**config.mk**
```make
export PLATFORM = sky130hd
export DESIGN_NAME = alu_exec_stage
export DESIGN_NICKNAME = d
export VERILOG_FILES = /design/src/rtl/alu_pkg.sv /design/src/rtl/alu_out_fifo.sv /design/src/rtl/alu_exec_stage.sv
export SDC_FILE = /design/constraint.sdc
export NUM_CORES = 1
export LEC_CHECK = 0
export CORE_MARGIN = 2
export CORE_UTILIZATION = 25
export CTS_BUF_LIST = sky130_fd_sc_hd__clkbuf_16
export DETAILED_ROUTE_END_ITERATION = 16
export HOLD_SLACK_MARGIN = 0.15
export PLACE_DENSITY_LB_ADDON = 0.15
export SYNTH_ARGS = -nofsm -noshare
export SYNTH_HDL_FRONTEND = slang
export SYNTH_SLANG_ARGS = --single-unit
```
**constraint.sdc**
```tcl
create_clock -name clk -period 3.1 [get_ports clk]
set_clock_uncertainty 0.05 [all_clocks]
set_input_delay 0.62 -clock clk [delete_from_list [all_inputs] [get_ports clk]]
set_output_delay 0.62 -clock clk [all_outputs]
set_load 0.005 [all_outputs]
```
**src/rtl/alu_pkg.sv**
```systemverilog
// Shared types for the ALU execute stage: opcode encoding, legality check
// and the output-buffer entry layout.
package alu_pkg;

  localparam int DATA_W = 32;
  localparam int TAG_W  = 4;

  typedef enum logic [4:0] {
    OP_SUB = 5'h02,
    OP_ADD = 5'h03,
    OP_AND = 5'h05,
    OP_OR  = 5'h06,
    OP_XOR = 5'h07,
    OP_SLL = 5'h08,
    OP_SRL = 5'h09,
    OP_SRA = 5'h0A
  } alu_op_e;

  typedef struct packed {
    logic [DATA_W-1:0] result;
    logic [TAG_W-1:0]  rd;
    logic              err;
  } alu_entry_t;

  function automatic logic is_legal_op(input logic [4:0] op);
    case (op)
      OP_SUB, OP_ADD, OP_AND, OP_OR, OP_XOR,
      OP_SLL, OP_SRL, OP_SRA: return 1'b1;
      default:                return 1'b0;
    endcase
  endfunction

endpackage

```
**src/rtl/alu_out_fifo.sv**
```systemverilog
// Small result buffer between the execute stage and writeback.
// Strict FIFO; the head reads as all-zero whenever the buffer is empty.
module alu_out_fifo
  import alu_pkg::*;
#(
  parameter int DEPTH = 2
) (
  input  logic       clk,
  input  logic       rst_n,
  input  logic       i_push,
  input  alu_entry_t i_data,
  input  logic       i_pop,
  output logic       o_full,
  output logic       o_empty,
  output alu_entry_t o_head
);

  localparam int PTR_W = $clog2(DEPTH);
  localparam int CNT_W = $clog2(DEPTH + 1);

  alu_entry_t       r_mem [DEPTH];
  logic [PTR_W-1:0] r_wr_ptr;
  logic [PTR_W-1:0] r_rd_ptr;
  logic [CNT_W-1:0] r_count;
  logic             w_push;
  logic             w_pop;

  assign o_full  = (r_count == CNT_W'(DEPTH));
  assign o_empty = (r_count == '0);
  assign w_push  = i_push & ~o_full;
  assign w_pop   = i_pop & ~o_empty;
  assign o_head  = o_empty ? '0 : r_mem[r_rd_ptr];

  // NOTE: storage is deliberately left without reset; validity is tracked by
  // r_count alone, so stale data is never observable and the array stays plain RAM.
  always_ff @(posedge clk) begin
    if (w_push) r_mem[r_wr_ptr] <= i_data;
  end

  // NOTE: non-blocking assignments keep every register sampling pre-edge values.
  always_ff @(posedge clk) begin
    if (!rst_n) begin
      r_wr_ptr <= '0;
      r_rd_ptr <= '0;
      r_count  <= '0;
    end else begin
      if (w_push) r_wr_ptr <= r_wr_ptr + PTR_W'(1);
      if (w_pop)  r_rd_ptr <= r_rd_ptr + PTR_W'(1);
      case ({w_push, w_pop})
        2'b10:   r_count <= r_count + CNT_W'(1);
        2'b01:   r_count <= r_count - CNT_W'(1);
        default: r_count <= r_count;
      endcase
    end
  end

endmodule

```
**src/rtl/alu_exec_stage.sv**
```systemverilog
// Registered execute stage in front of the combinational ALU: accepts ops,
// captures results into a 2-entry buffer and owns the architectural flags.
module alu_exec_stage
  import alu_pkg::*;
#(
  parameter int DEPTH = 2
) (
  input  logic              clk,
  input  logic              rst_n,
  input  logic              in_valid,
  output logic              in_ready,
  input  logic [4:0]        in_opcode,
  input  logic [DATA_W-1:0] in_a,
  input  logic [DATA_W-1:0] in_b,
  input  logic [TAG_W-1:0]  in_rd,
  input  logic              in_setf,
  output logic [4:0]        alu_opcode,
  output logic [DATA_W-1:0] alu_a,
  output logic [DATA_W-1:0] alu_b,
  input  logic [DATA_W-1:0] alu_result,
  input  logic              alu_z,
  input  logic              alu_n,
  input  logic              alu_v,
  output logic              out_valid,
  input  logic              out_ready,
  output logic [DATA_W-1:0] out_result,
  output logic [TAG_W-1:0]  out_rd,
  output logic              out_err,
  output logic              flag_z,
  output logic              flag_n,
  output logic              flag_v,
  output logic [7:0]        err_cnt
);

  logic       w_accept;
  logic       w_pop;
  logic       w_legal;
  logic       w_full;
  logic       w_empty;
  alu_entry_t w_push_entry;
  alu_entry_t w_head;
  logic       r_flag_z;
  logic       r_flag_n;
  logic       r_flag_v;
  logic [7:0] r_err_cnt;

  assign alu_opcode = in_opcode;
  assign alu_a      = in_a;
  assign alu_b      = in_b;

  assign w_legal   = is_legal_op(in_opcode);
  assign in_ready  = ~w_full;
  assign w_accept  = in_valid & in_ready;
  assign out_valid = ~w_empty;
  assign w_pop     = out_valid & out_ready;

  // Illegal ops still occupy a slot so writeback sees them in program order.
  assign w_push_entry = '{result: (w_legal ? alu_result : '0), rd: in_rd, err: ~w_legal};

  alu_out_fifo #(.DEPTH(DEPTH)) u_out_fifo (
    .clk     (clk),
    .rst_n   (rst_n),
    .i_push  (w_accept),
    .i_data  (w_push_entry),
    .i_pop   (w_pop),
    .o_full  (w_full),
    .o_empty (w_empty),
    .o_head  (w_head)
  );

  assign out_result = w_head.result;
  assign out_rd     = w_head.rd;
  assign out_err    = w_head.err;

  always_ff @(posedge clk) begin
    if (!rst_n) begin
      r_flag_z  <= 1'b0;
      r_flag_n  <= 1'b0;
      r_flag_v  <= 1'b0;
      r_err_cnt <= '0;
    end else if (w_accept) begin
      if (!w_legal) begin
        if (r_err_cnt != 8'hFF) r_err_cnt <= r_err_cnt + 8'd1;
      end else if (in_setf) begin
        r_flag_z <= alu_z;
        r_flag_n <= alu_n;
        r_flag_v <= alu_v;
      end
    end
  end

  assign flag_z  = r_flag_z;
  assign flag_n  = r_flag_n;
  assign flag_v  = r_flag_v;
  assign err_cnt = r_err_cnt;

endmodule

```
==> results of run 1 <==
## power groups by stage
stage	logic, uW	clock network [uW]	registers [uW]
3_3_place_gp	1520	0	1630
2_1_floorplan	764	0	1620
4_1_cts	1530	1110	1620
3_5_place_dp	1520	0	1640
6_report	1470	1070	1610
5_1_grt	1620	1170	1630
## path summary, 6_finish.rpt
check / startpoint / endpoint / slack [ns] / cells after the start
max reg2reg: u_out_fifo.r_count[1] / u_out_fifo.r_count[1] / 1.12 / 6
min: flag_z / flag_z / 0.44 / 2
min reg2reg: flag_z / flag_z / 0.44 / 2
max: u_out_fifo.r_count[1] / out_result[31] / 0.53 / 4
## logic make-up after synthesis
logic type	count (synthesis)	synth area share [%]
multiplexers	38	8.87
XOR/XNOR	4	0.817
AO/OA/AOI/OAI	26	3.53
buffers and inverters	89	14.2
adder cells (fa/ha/maj)	2	0.583
AND/OR/NAND/NOR	103	12.7
flip-flops	90	59.3
## cell usage after synthesis, drive strengths merged (5+ instances only)
| library cell | instances | share of area, % |
|---|---|---|
| clkbuf | 9 | 0.79 |
| a21oi | 11 | 1.3 |
| edfxtp | 74 | 52 |
| nand3 | 5 | 0.58 |
| inv | 5 | 0.44 |
| buf | 75 | 13 |
| o21ai | 8 | 0.93 |
| dfxtp | 16 | 7.5 |
| mux2i | 38 | 8.9 |
| and2 | 35 | 5.1 |
| nor2 | 41 | 3.6 |
## final cells by class
type                       instances  area share (%)
sequential                        90            47.0
multi-input combinational        173            21.4
timing repair buffer             112            20.8
tap                              220            5.09
clock buffer                       9            4.16
clock inverter                     7            1.27
inverter                           5           0.347
## flip-flops by register name, summed over array words and instances (netlist names), named ones only
signal               flops
u_out_fifo.r_mem        74
u_out_fifo.r_count       2
err_cnt                  8
flag_v                   1
u_out_fifo.r_rd_ptr      1
u_out_fifo.r_wr_ptr      1
flag_n                   1
flag_z                   1
## metal layers
metal | share of wire, % | global-route usage (%) | vias to the layer above | routed length [um]
li1 | - | - | 1241 | -
met1 | 45 | 12.9 | 1245 | 4270
met2 | 45 | 16.1 | 101 | 4180
met3 | 8.1 | 4.92 | 23 | 759
met4 | 1.9 | 3.99 | 0 | 175
met5 | 0 | 0 | - | 0
## stage by stage
step	instances	total power, uW	instance area [sq um]
floorplan	352	2380	4290
global placement	600	3150	5120
detailed placement	600	3170	5120
CTS	616	4260	5410
global route	616	4420	5410
finish	616	4150	5410
## worst min-delay path, cell delays in order, from the launching register on
cell and delay (ns):
dfxtp_1 0.32, o21ai_0 0.07, a21oi_1 0.06
==> results.md, run 1 <==
- CTS max path bufs: 2
- CP Cell Sequence: nor2_4 -> buf_4 -> nor2_1 -> clkdlybuf4s50_1
- Clock root cell: clkbuf_16
- Clock group share of total power: roughly a quarter
- Final ANT Viol Nets: 0
- F_max: slightly below 0.4 GHz
- Leak: 0.00182 uW
- Reg power frac: just under 40%
- Via-per-instance ratio: approximately 4.2
- Final HPWL DP: 6.17 mm
- Die Area: around 18000 sq um
- Final Core Density: 32.4%
- Setup Total Neg Slack: 0 ns
- First-pass iteration count of the detailed router: 4
- Max VDD drop: 0.000250 V
- Peak fanout along the critical path: 14
- FILL cells: approximately 1700
- H-tree levels: 3
- Initial Utilization: 25.7%
- CP max stage delay: roughly 0.48 ns
- Initial antenna violation count: 0
- Hold Crit Class: reg -> reg
- Min Tclk post-route: roughly 2.6 ns
- GPL Wtd Cong: about 0.73
- Largest net degree at the start of global routing: 38
- Worst setup EP type: primary output
- Reg clk slew, reported paths: about 0.06 ns
- Sink Count: 90
- Syn Area/Cell: about 12 sq um
- Async set-reset flop share out of synthesis: 0%
- ANT cells: 0
- I/O pins: 232
- Multi-input gate area: 1160 sq um
- Share of cells above drive strength 1: roughly 7.6%
- CP arrival: roughly 1.9 ns
- Worst slew margin: ~58%
- Vias in the first global route: about 2700
- Startpoint class of the critical path: register
- P_sw: roughly 1200 uW
- Max-Cap Viols: 0
- WL final: about 9.4 mm
- Post-CTS sizing: 0
- Die height: 135 um
- Crit-path slowest cell: clkdlybuf4s50_1
- Sequential share of the synthesized area: 59.3%
- Min Hold Slack: 0.437 ns
- Final Max Tran Viols: 0
- WL per Instance: between 15 and 20 um
- RSZ-0062 raised after global routing: no
- Outcome: complete, no violations
- Total GRT Usage: about a tenth
- Fin. Hold Viols: 0
- Critical Setup Path Class: reg -> out
- Setup-failing EPs final: 0
- Crit path buf inv count: 2
- Post-Synthesis Cells: around 350
- Die W: about 140 um
- Rows: 47
- Netlist cell types: 32
- Post-CTS Hold Fix Bufs: 0
- Worst Setup Slack post-DPL: slightly below 0.5 ns
- Commonest non-fill, non-tap cells in the layout: 103 x clkdlybuf4s50_1, 74 x edfxtp_1, 39 x nor2_1
- Synth warn: 0
- Flip-flop and latch area: ~2500 sq um
- Switching Fraction: 29.2%
- Clock latency on the worst-skew pair: between 0.3 and 0.4 ns
- First-pass GRT wire length: 14.3 mm
- Synth Net Count: 467
- # DRC: 0
- Synth Flop Type: edfxtp_1
- CTS tree: built
- WP data required: 2.43 ns
- Worst-margin pin slew: around 0.63 ns
- Core area: about 17000 sq um
- Port-buffer cells: 103
- Seq cells post-synth: 90
- Fin crit share: between 80% and 90%
- Total number of vias: approximately 2600
- Number of synthesized flops with an enable pin: 74
- Comb pwr share: between 30% and 40%
- Pint: roughly 2900 uW
- PnR worst setup slack: 0.533 ns
- Area growth, synth to finish: 26.1%
- Top delay family on crit path: buffers and inverters
- 1st-iter DRT viols: 94
- Final net count: between 500 and 600
- Post-Syn Area: approximately 4300 sq um
- Overflow left after global routing: 0
- PwrDens: approximately 770 nW/um^2
- Most common cell after layout, fill and taps aside: clkdlybuf4s50_1
- Number of CTS-inserted buffers: 9
- Post-CTS setup buffers: 0
(Power assumes the default switching activity.)
==> run 2, diff against run 1 <==
==> constraint.sdc (replaced) <==
create_clock -name clk -period 2.6 [get_ports clk]
set_clock_uncertainty 0.05 [all_clocks]
set_input_delay 0.52 -clock clk [delete_from_list [all_inputs] [get_ports clk]]
set_output_delay 0.52 -clock clk [all_outputs]
set_load 0.005 [all_outputs]
==> results.md, run 2 (same netlist as run 1, synthesis figures left out) <==
- Post-CTS sizing: 0 (unchanged)
- Peak fanout along the critical path: 37 (+23)
- RR Endpoint: u_out_fifo.r_count[1]
- Area growth, synth to finish: 26.2% (about the same)
- Fin crit share: 91.9%
- WL final: 9.19 mm (-2.1%)
- Leak: 0.00181 uW (-0.36%)
- First-pass iteration count of the detailed router: 4 (unchanged)
- 1st-iter DRT viols: 71 (-24%)
- Core area: 16700 sq um (unchanged)
- CP arrival: 1.82 ns (-0.08 ns)
- Worst Setup Slack post-DPL: 0.0940 ns (-0.395 ns)
- Crit-path slowest cell: clkdlybuf4s50_1
- Min-delay src: flag_z
- Sink Count: 90 (unchanged)
- Worst setup EP type: primary output
- Final net count: 505 (-0.20%)
- Worst-margin pin slew: 0.604 ns (-0.0245 ns)
- GPL Wtd Cong: 0.731 (-0.16%)
- Share of cells above drive strength 1: 7.59% (+0.019 points)
- First-pass GRT wire length: 14.1 mm (-1.7%)
- Vias in the first global route: 2600 (-3.3%)
- Final Max Tran Viols: 0 (unchanged)
- Worst reg2reg path depth: 5 (-1)
- Initial Utilization: 25.7% (unchanged)
- Final HPWL DP: 5.87 mm (-4.9%)
- Min Tclk post-route: 2.39 ns
- PnR worst setup slack: 0.210 ns (-0.323 ns)
- F_max: approximately 0.42 GHz
- Final Core Density: 32.4% (about the same)
- Clock root cell: clkbuf_16
- Die Area: 18200 sq um (unchanged)
- Die height: 135 um (unchanged)
- WL per Instance: 14.9 um (-1.9%)
- Total number of vias: 2590 (-0.77%)
- Commonest non-fill, non-tap cells in the layout: 103 x clkdlybuf4s50_1, 74 x edfxtp_1, 39 x nor2_1
- Hold Crit Class: reg -> reg
- Number of CTS-inserted buffers: 9 (unchanged)
- Initial antenna violation count: 0 (unchanged)
- Critical Setup Path Class: reg -> out
- Largest net degree at the start of global routing: 38 (unchanged)
- Clock latency on the worst-skew pair: 0.34 ns (about the same)
- Die W: 135 um (unchanged)
- CTS tree: built
- Reg-to-reg startpoint: u_out_fifo.r_count[0]
- Max VDD drop: 0.000334 V (+34%)
- CP Cell Sequence: buf_12 -> mux2i_1 -> nor2_1 -> clkdlybuf4s50_1
- Post-CTS Hold Fix Bufs: 0 (unchanged)
- Max reg flops: 74 (unchanged)
- Outcome: complete, no violations
- ANT cells: 0 (unchanged)
- Largest reg by FF count: u_out_fifo.r_mem
- Setup-failing EPs final: 0 (unchanged)
- I/O pins: 232 (unchanged)
- CTS max path bufs: 2 (unchanged)
- Setup Total Neg Slack: 0 ns (unchanged)
- Most common cell after layout, fill and taps aside: clkdlybuf4s50_1
- Worst slew margin: 59.6% (+1.6 points)
- Post-DP Area: 5130 sq um (+0.34%)
- Via-per-instance ratio: 4.21 (-0.60%)
- # DRC: 0 (unchanged)
- Hold Crit Depth: 2 (unchanged)
- RSZ-0062 raised after global routing: no
- Rows: 47 (unchanged)
- FILL cells: 1683 (-0.77%)
- Max-Cap Viols: 0 (unchanged)
- Total GRT Usage: 10.3% (-0.19 points)
- Reg clk slew, reported paths: 0.06 ns (about the same)
- PwrDens: 907 nW/um^2 (+18%)
- Port-buffer cells: 103 (unchanged)
- Post-route cell area: 5420 sq um (about the same)
- Fin. Hold Viols: 0 (unchanged)
- CP max stage delay: 0.54 ns (+0.06 ns)
- R2r setup slk: 0.71 ns (-0.41 ns)
- Post-CTS setup buffers: 0 (unchanged)
- Worst Hold Path EP: flag_z
- H-tree levels: 3 (unchanged)
- Startpoint class of the critical path: register
- Final ANT Viol Nets: 0 (unchanged)
- Overflow left after global routing: 0 (unchanged)
- WP data required: 2.03 ns (-0.40 ns)
-- run 2: cell count changes in the layout (fill, tap and decap cells not counted) --
cell / delta
buf_12: +2
clkinv_4: +2
clkinv_2: -1
clkinv_1: -1
bufinv_16: -1
clkinvlp_4: +1
buf_4: -3
-- run 2: where the power goes --
| part | switching, uW | total (uW) | internal, uW |
|---|---|---|---|
| clock | 556 | 1210 | 653 |
| combinational | 836 | 1780 | 948 |
| sequential | 80.6 | 1920 | 1840 |
-- run 2: final cells by class --
cell class | count | area, sq um | share of cell area (%)
clock buffer | 9 | 225 | 4.16
clock inverter | 7 | 55.1 | 1.02
inverter | 5 | 18.8 | 0.347
multi-input combinational | 173 | 1160 | 21.3
sequential | 90 | 2540 | 47.0
tap | 220 | 275 | 5.08
timing repair buffer | 111 | 1140 | 21.1
-- run 2: worst max-delay path: cells and delay by family (launching register included) --
kind | cells | cell delay [ns]
buf+inv | 2 | 0.82
flops | 1 | 0.34
simple gates | 1 | 0.17
mux | 1 | 0.12
-- run 2: metal layers --
layer,vias to the layer above,GRT usage (%),routed length (um)
met1,1208,13.0,4110
li1,1248,-,-
met3,30,3.79,778
met5,-,0,0
met2,104,15.4,4060
met4,0,5.50,244
-- run 2: worst max path at each step --
stage | start | end | slack (ns) | cells past startpoint
after floorplan | u_out_fifo.r_count[0] | u_out_fifo.r_mem[0][0] | 0.46 | 4
after global placement | in_opcode[3] | u_out_fifo.r_mem[1][9] | 0.15 | 5
after detailed placement | in_opcode[2] | err_cnt[4] | 0.09 | 5
after CTS | u_out_fifo.r_count[0] | out_result[30] | 0.20 | 4
after global routing | register | out_result[18] | 0.14 | 4
final | register | out_result[18] | 0.21 | 4
-- run 2: per-stage QoR --
stage,power (uW),std cells,hold slack (ns)
6_report,4910,615,0.431
4_1_cts,5030,615,0.433
3_3_place_gp,3780,599,0.419
3_5_place_dp,3790,599,0.419
5_1_grt,5230,615,0.473
2_1_floorplan,2840,352,0.416
==> run 3, diff against run 2 <==
--- a/config.mk
+++ b/config.mk
@@ -11,6 +11,7 @@
 export DETAILED_ROUTE_END_ITERATION = 16
 export HOLD_SLACK_MARGIN = 0.15
 export PLACE_DENSITY_LB_ADDON = 0.15
+export SETUP_SLACK_MARGIN = 0.4
 export SYNTH_ARGS = -nofsm -noshare
 export SYNTH_HDL_FRONTEND = slang
 export SYNTH_SLANG_ARGS = --single-unit
==> results.md, run 3 (same netlist as run 1, synthesis figures left out) <==
- Outcome: complete, no violations
- Via-per-instance ratio: 4.29 (+2.0%)
- Min Tclk post-route: 2.29 ns (-0.0983 ns)
- Final net count: 515 (+2.0%)
- Max VDD drop: 0.000365 V (+9.1%)
- Reg clk slew, reported paths: 0.06 ns (about the same)
- F_max: 0.436 GHz (+4.3%)
- Crit path buf inv count: 2 (unchanged)
- Worst-margin pin slew: 0.595 ns (-0.00883 ns)
- Met1 global-route usage: 13.5% (+0.57 points)
- Most common cell after layout, fill and taps aside: clkdlybuf4s50_1
- CP Cell Sequence: clkdlybuf4s50_1 -> clkdlybuf4s50_1
- CP arrival: 1.72 ns (-0.10 ns)
- CTS max path bufs: 2 (unchanged)
- First-pass GRT wire length: 14.4 mm (+2.3%)
- Largest reg by FF count: u_out_fifo.r_mem
- Total GRT Usage: 10.6% (+0.32 points)
- Clock group share of total power: 23.5% (-1.1 points)
- First-pass iteration count of the detailed router: 4 (unchanged)
- Met3 Use GR: 3.79% (unchanged)
- Final Max Tran Viols: 0 (unchanged)
- Initial Utilization: 25.7% (unchanged)
- Fin. Hold Viols: 0 (unchanged)
- Min-delay src: flag_z
- 1st-iter DRT viols: 95 (+34%)
- Hold Crit Class: reg -> reg
- # DRC: 0 (unchanged)
- Post-Layout Cell Count: 625 (+1.6%)
- Worst slew margin: 60.2% (+0.59 points)
- Switching Fraction: 30.2% (+0.19 points)
- WL final: 10.1 mm (+9.3%)
- Max-Cap Viols: 0 (unchanged)
- WP data required: 2.03 ns (about the same)
- Global routing's busiest layer: met2
- Commonest non-fill, non-tap cells in the layout: 90 x clkdlybuf4s50_1, 74 x edfxtp_1, 39 x nor2_1
- CP startpoint: in_opcode[1]
- Top delay family on crit path: buffers and inverters
- Critical Setup Path Class: in -> out
- Comb pwr share: 38.6% (+2.3 points)
- Post-DP Area: 5130 sq um (unchanged)
- Clock latency on the worst-skew pair: 0.34 ns (about the same)
- RSZ-0062 raised after global routing: yes
- Setup Total Neg Slack: 0 ns (unchanged)
- WL per Instance: 16.1 um (+7.6%)
- Worst setup EP type: primary output
- Initial antenna violation count: 0 (unchanged)
- Critical Path Most Common Cell: clkdlybuf4s50_1
- Final ANT Viol Nets: 0 (unchanged)
- ANT cells: 0 (unchanged)
- P_sw: 1560 uW (+5.8%)
- Crit-path slowest cell: clkdlybuf4s50_1
- Met2 Usage GRT: 15.9% (+0.45 points)
- CP max stage delay: 0.63 ns (+0.09 ns)
- PwrDens: 911 nW/um^2 (+0.40%)
- Die Area: 18200 sq um (unchanged)
- Share of cells above drive strength 1: 11.6% (+4.0 points)
- Startpoint class of the critical path: input port
- Pint: 3610 uW (+4.9%)
- Die W: 135 um (unchanged)
- Area growth, synth to finish: 32.2%
- Port-buffer cells: 103 (unchanged)
- Vias in the first global route: 2609 (+0.35%)
- Rows: 47 (unchanged)
- I/O pins: 232 (unchanged)
- CTS tree: built
- Placed Cells: 599 (unchanged)
- H-tree levels: 3 (unchanged)
- Largest net degree at the start of global routing: 32 (-16%)
- GPL Wtd Cong: 0.731 (unchanged)
- Fin crit share: 88.1% (-3.8 points)
- Final HPWL DP: 5.87 mm (unchanged)
- Design Power: 5170 uW (+5.2%)
- Post-CTS Hold Fix Bufs: 0 (unchanged)
- Max reg flops: 74 (unchanged)
- Reg power frac: 37.9% (-1.2 points)
- Sink Count: 90 (unchanged)
- Peak fanout along the critical path: 5 (-86%)
- Overflow left after global routing: 0 (unchanged)
- Setup-failing EPs final: 0 (unchanged)
- Die height: 135 um (unchanged)
- Reg-to-reg startpoint: u_out_fifo.r_count[0]
- Number of CTS-inserted buffers: 9 (unchanged)
- Leak: 0.00208 uW (+15%)
- Core area: 16700 sq um (unchanged)
- Total number of vias: 2684 (+3.6%)
- Clock root cell: clkbuf_16
- Post-route cell area: 5670 sq um (+4.8%)
==> run 3: cell type report <==
class / count / area (sq um)
well taps: 220 / 275
flip-flops and latches: 90 / 2550
clock inverters: 7 / 55.1
repair buffers: 119 / 1310
clock buffers: 9 / 225
fillers: 1664 / 11000
inverters: 5 / 18.8
multi-input cells: 175 / 1250
==> run 3: final timing paths <==
check	end	slack [ns]	cells after the start
setup / recovery	alu_opcode[1]	0.31	2
hold reg to reg	flag_z	0.43	2
setup reg to reg	u_out_fifo.r_count[1]	0.76	7
hold / removal	flag_z	0.43	2
==> run 3: stage by stage <==
| step | util, % | setup slack [ns] | hold WS, ns |
|---|---|---|---|
| after floorplan | - | 0.464 | 0.416 |
| after global placement | 30.7 | 0.146 | 0.419 |
| after detailed placement | 30.7 | 0.0940 | 0.419 |
| after CTS | 32.8 | 0.274 | 0.433 |
| after global routing | 34.0 | 0.218 | 0.473 |
| final | 34.0 | 0.309 | 0.434 |
==> run 3: power by group through the flow <==
stage / clock (uW) / sequential (uW) / combinational (uW)
finish: 1220 / 1960 / 1990
global route: 1310 / 1980 / 2190
CTS: 1260 / 1950 / 1940
detailed placement: 0 / 1950 / 1840
global placement: 0 / 1940 / 1840
floorplan: 0 / 1930 / 912
==> run 3: layer usage <==
layer | vias up | routed length (um)
met5 | - | 0
met2 | 108 | 4340
met3 | 29 | 804
met4 | 0 | 243
li1 | 1275 | -
met1 | 1272 | 4670
==> run 3: timing repair <==
item	4_1_cts	5_1_grt
setup buffers	1	3
gates resized for setup	5	24
pin swaps	1	3
cloned	2	4
setup endpoints to repair	38	86
